File: src/rtl/dpwm_pkg.sv
// Shared constants and types for the multi-channel DPWM.
package dpwm_pkg;

    localparam int unsigned DEF_WIDTH    = 4;
    localparam int unsigned DEF_CHANNELS = 2;

    // Counting mode selectors for the CENTER parameter
    localparam int unsigned EDGE   = 0;
    localparam int unsigned CENTER = 1;

    typedef enum logic {
        DIR_UP   = 1'b0,
        DIR_DOWN = 1'b1
    } dir_e;

endpackage

File: src/rtl/dpwm_channel.sv
// One PWM channel: pending/active duty registers and the registered comparator.
module dpwm_channel
    import dpwm_pkg::*;
#(
    parameter int unsigned WIDTH = DEF_WIDTH
) (
    input  logic             clk,
    input  logic             rst,
    input  logic             load,
    input  logic             apply,
    input  logic [WIDTH-1:0] ref_word,
    input  logic [WIDTH-1:0] cnt,
    input  logic             run,
    output logic             pwm
);

    logic [WIDTH-1:0] pend_q;
    logic [WIDTH-1:0] act_q;
    logic [WIDTH-1:0] duty_eff;

    // A newly applied duty already governs the boundary cycle's compare
    assign duty_eff = apply ? pend_q : act_q;

    always_ff @(posedge clk) begin
        if (rst) begin
            pend_q <= '0;
            act_q  <= '0;
            pwm    <= 1'b0;
        end else begin
            if (load) begin
                pend_q <= ref_word;
            end
            act_q <= duty_eff;
            pwm   <= run && (cnt < duty_eff);
        end
    end

endmodule

File: src/rtl/dpwm_multi.sv
// Multi-channel DPWM: one shared edge- or center-aligned counter, per-channel comparators.
module dpwm_multi
    import dpwm_pkg::DEF_WIDTH;
    import dpwm_pkg::DEF_CHANNELS;
    import dpwm_pkg::EDGE;
    import dpwm_pkg::dir_e;
    import dpwm_pkg::DIR_UP;
    import dpwm_pkg::DIR_DOWN;
#(
    parameter int unsigned WIDTH    = DEF_WIDTH,
    parameter int unsigned CHANNELS = DEF_CHANNELS,
    parameter int unsigned CENTER   = EDGE
) (
    input  logic                      f_in,
    input  logic                      rst,
    input  logic [WIDTH-1:0]          Per,
    input  logic [CHANNELS*WIDTH-1:0] Ref,
    input  logic                      Ref_load,
    output logic                      Ref_busy,
    output logic [CHANNELS-1:0]       Signal_o,
    output logic                      Sync_o
);

    localparam bit IS_CENTER = (CENTER == dpwm_pkg::CENTER);

    logic [WIDTH-1:0] cnt_q;
    logic [WIDTH-1:0] cnt_d;
    logic [WIDTH-1:0] per_q;
    logic [WIDTH-1:0] per_eff;
    dir_e             dir_q;
    dir_e             dir_d;
    logic             boundary;
    logic             apply;
    logic             run;

    // Boundary is count 0 at the start of an up phase; Per is taken only there
    assign boundary = (cnt_q == '0) && (dir_q == DIR_UP);
    assign per_eff  = boundary ? Per : per_q;
    assign apply    = boundary && Ref_busy;
    assign run      = (per_eff != '0);

    always_ff @(posedge f_in) begin
        if (rst) begin
            cnt_q    <= '0;
            dir_q    <= DIR_UP;
            per_q    <= '0;
            Ref_busy <= 1'b0;
            Sync_o   <= 1'b0;
        end else begin
            cnt_q    <= cnt_d;
            dir_q    <= dir_d;
            per_q    <= per_eff;
            Ref_busy <= Ref_load || (Ref_busy && !boundary);
            Sync_o   <= boundary;
        end
    end

    // Counter sequencing; endpoints repeat once in center mode
    always_comb begin
        cnt_d = cnt_q;
        dir_d = dir_q;
        if (!run) begin
            cnt_d = '0;
            dir_d = DIR_UP;
        end else if (!IS_CENTER) begin
            cnt_d = (cnt_q == per_eff - WIDTH'(1)) ? '0 : cnt_q + WIDTH'(1);
        end else if (dir_q == DIR_UP) begin
            if (cnt_q == per_eff - WIDTH'(1)) begin
                dir_d = DIR_DOWN;
            end else begin
                cnt_d = cnt_q + WIDTH'(1);
            end
        end else begin
            if (cnt_q == '0) begin
                dir_d = DIR_UP;
            end else begin
                cnt_d = cnt_q - WIDTH'(1);
            end
        end
    end

    for (genvar i = 0; i < CHANNELS; i++) begin : g_ch
        dpwm_channel #(
            .WIDTH (WIDTH)
        ) u_ch (
            .clk      (f_in),
            .rst      (rst),
            .load     (Ref_load),
            .apply    (apply),
            .ref_word (Ref[i*WIDTH +: WIDTH]),
            .cnt      (cnt_q),
            .run      (run),
            .pwm      (Signal_o[i])
        );
    end

endmodule
File: config.mk
export PLATFORM = sky130hd
export DESIGN_NAME = dpwm_multi
export DESIGN_NICKNAME = d
export VERILOG_FILES = /design/src/rtl/dpwm_pkg.sv /design/src/rtl/dpwm_channel.sv /design/src/rtl/dpwm_multi.sv
export SDC_FILE = /design/constraint.sdc
export NUM_CORES = 1
export LEC_CHECK = 0
export BUFFER_PORTS_ARGS = -buffer_cell sky130_fd_sc_hd__buf_2
export CAP_MARGIN = 10
export CORE_MARGIN = 2
export CORE_UTILIZATION = 40
export DETAILED_ROUTE_END_ITERATION = 12
export PLACE_DENSITY = 0.72
export SKIP_LAST_GASP = 1
export SLEW_MARGIN = 20
export SYNTH_ARGS = -nofsm -noshare
export SYNTH_HDL_FRONTEND = slang
export SYNTH_SLANG_ARGS = --single-unit
File: constraint.sdc
create_clock -name f_in -period 2.4 [get_ports f_in]
set_input_delay 0.6 -clock f_in [delete_from_list [all_inputs] [get_ports f_in]]
set_output_delay 0.6 -clock f_in [all_outputs]
set_load 0.05 [all_outputs]
==> flow_metrics.env <==
export IMPL_ys_seq_area_frac=0.419
export IMPL_n_antenna_cell=0
export IMPL_grt_ovfl_total=0
export IMPL_grt_pass1_wl_mm=4.22
export IMPL_cts_tree="built"
export IMPL_tns_ns=0
export IMPL_layout_cells_most_common="dfxtp_1"
export IMPL_hold_violations=0
export IMPL_end_kind="flop"
export IMPL_drive_gt1_frac=0.354
export IMPL_cts_root_buf="clkbuf_4"
export IMPL_rows=20
export IMPL_ys_ff_latch=28
export IMPL_area_delta_synth_final_pct=24.0
export IMPL_syn_area_per_cell_um2=10.1
export IMPL_cts_clk_slew_worst_paths_ns=0.15
export IMPL_rsz0062_at_grt="yes"
export IMPL_crit_buf_inv=1
export IMPL_cts_max_level=1
export IMPL_drv_slew=0
export IMPL_hold_slack_ns=0.507
export IMPL_dp_cells=195
export IMPL_critical_path_class="flop to flop"
export IMPL_grt_max_degree=24
export IMPL_netlist_area_um2=1340
export IMPL_slowest_delay_ns=0.35
export IMPL_routed_wirelength_mm=2.65
export IMPL_synthDistinctLibCells=32
export IMPL_viasPerCell=4.94
export IMPL_crit_family="simple AND/OR/NAND/NOR gates"
export IMPL_syn_inst=132
export IMPL_relSlewSlack=0.717
export IMPL_finalPower_uw=1820
export IMPL_io_buffers=18
export IMPL_firstDrtPassIters=4
export IMPL_clockBufferDepth=2
export IMPL_clk_latency_ns=0.32
export IMPL_vias=1012
export IMPL_p_leak_uw=0.000743
export IMPL_hold_path_class="primary input to flop"
export IMPL_cp_cell_sequence="inv_2 > ha_4 > nor3b_4 > mux2i_2 > ha_2 > xor2_1 > o21ai_2 > nor4_4 > and3b_1"
export IMPL_cp_max_fo=4
export IMPL_maxCapViolCount=0
export IMPL_instances_no_fill=205
export IMPL_dieArea_um2=3820
export IMPL_required_ns=2.64
export IMPL_drc=0
export IMPL_finClkSkew_ns=0.00745
export IMPL_initial_core_util=0.427
export IMPL_fin_crit_ns=2.37
export IMPL_holdBufCountCts=0
export IMPL_nets=186
export IMPL_final_cell_mix="26 x dfxtp_1, 21 x nor2_1, 18 x buf_2"
export IMPL_cpMaxStageDelayCell="dfxtp_2"
export IMPL_post_route_period_util=0.988
export IMPL_dpl_hpwl_mm=1.83
export IMPL_track_usage=0.149
export IMPL_timing_fmax_ghz=0.422
export IMPL_status="finished clean"
export IMPL_setup_violations=0
export IMPL_tightest_slew_ns=0.424
export IMPL_gp_congestion=0.781
export IMPL_cts_sinks=28
export IMPL_p_per_area_nw_per_um2=1100
export IMPL_first_iter_violations=41
export IMPL_antenna_found_initial=0
export IMPL_syn_num_nets=156
export IMPL_routedWlPerCell_um=12.9
export IMPL_die_height_um=61.8
export IMPL_yosysWarnings=0
export IMPL_detail_route_antenna_nets=0
export IMPL_critPathLaunchType="flop"
export IMPL_irDropWorstVdd_uv=413
export IMPL_cp_data_arrival_time_ns=2.61
export IMPL_boundaryPins=19
export IMPL_cts_buffers=3
export IMPL_grt_pass1_vias=948
export IMPL_core_area_um2=3130
export IMPL_die_w_um=61.8
worst min-delay path: cells and delay by family:
| family | cells | cell delay (ns) |
|---|---|---|
| buffers and inverters | 1 | 0.08 |
| and+or+nand+nor | 1 | 0.07 |
| muxes | 1 | 0.05 |
power by group:
group / total, µW / leakage (µW) / switching (µW) / internal (µW)
clock: 303 / 0.0000279 / 134 / 169
sequential: 585 / 0.000230 / 44.7 / 541
combinational: 935 / 0.000485 / 489 / 446
total: 1820 / 0.000743 / 668 / 1160
path summary, 6_finish.rpt:
kind / from / endpoint / slack (ns) / cells past startpoint
max: cnt_q[1] / cnt_q[1] / 0.03 / 9
min: Ref[0] / g_ch[0].u_ch.pend_q[0] / 0.51 / 3
max reg2reg: cnt_q[1] / cnt_q[1] / 0.03 / 9
min reg2reg: per_q[3] / per_q[3] / 0.52 / 2
kinds of logic (layout without fill, tap and decap cells):
kind of cell	after synthesis	after routing	share of synthesized area
xor+xnor	6	6	0.0449
flops	28	28	0.419
simple gates	46	46	0.196
compound gates	14	14	0.0684
fa+ha+maj	9	9	0.0843
buf+inv	10	39	0.0421
mux	19	19	0.145
what timing repair did:
| item | 4_1_cts | 5_1_grt |
|---|---|---|
| hold endpoints to repair | 0 | 0 |
| setup endpoints to repair | 3 | 6 |
| resized for setup | 0 | 11 |
| setup buffers | 3 | 3 |
| pin swaps | 1 | 2 |
sequential cells by signal, indices dropped and copies added, names as in the netlist:
signal / count
cnt_q: 4
per_q: 4
Sync_o: 1
Ref_busy: 1
g_ch.u_ch.act_q: 8
g_ch.u_ch.pend_q: 8
g_ch.u_ch.pwm: 2
Yosys cell counts (all sizes together):
cell type	instances	area share
inv	2	0.0056
xnor2	2	0.019
and3b	1	0.0066
o21ai	1	0.0037
o2111ai	2	0.013
a221oi	1	0.0066
a211oi	1	0.0056
xor2	4	0.026
nand2b	3	0.014
clkbuf	4	0.011
nor3	4	0.015
nor3b	4	0.031
ha	9	0.084
o21a	1	0.0056
buf	4	0.025
nand2	4	0.011
and2	1	0.0047
nand3	1	0.0037
nor2b	2	0.0094
a21o	2	0.011
or3b	1	0.0066
and3	2	0.0094
nor4	1	0.016
a21oi	6	0.022
dfxtp	28	0.42
nor2	21	0.059
mux2i	19	0.15
and4bb	1	0.0094
area by class of cell:
class | count | area [µm²]
clock buffer | 3 | 22.5
clock inverter | 1 | 30.0
fill | 268 | 1470
inverter | 2 | 7.51
multi-input combinational | 94 | 776
sequential | 28 | 563
tap | 44 | 55.1
timing repair buffer | 33 | 203
routing by layer:
| metal | vias to the layer above | track usage | part of all wire |
|---|---|---|---|
| met5 | - | 0 | 0 |
| met4 | 0 | 0.0638 | 0.031 |
| met1 | 462 | 0.191 | 0.47 |
| met3 | 10 | 0.0269 | 0.028 |
| met2 | 23 | 0.244 | 0.47 |
| li1 | 517 | - | - |
metrics by stage:
stage | util | cell area (µm²) | worst slack (ns)
after floorplan | - | 1350 | -0.0857
after global placement | 0.485 | 1520 | 0.0441
after detailed placement | 0.485 | 1520 | -0.0871
after CTS | 0.509 | 1590 | -0.0228
after global routing | 0.530 | 1660 | -0.0944
final | 0.530 | 1660 | 0.0284
No activity file was read; power rests on OpenSTA's default activity.
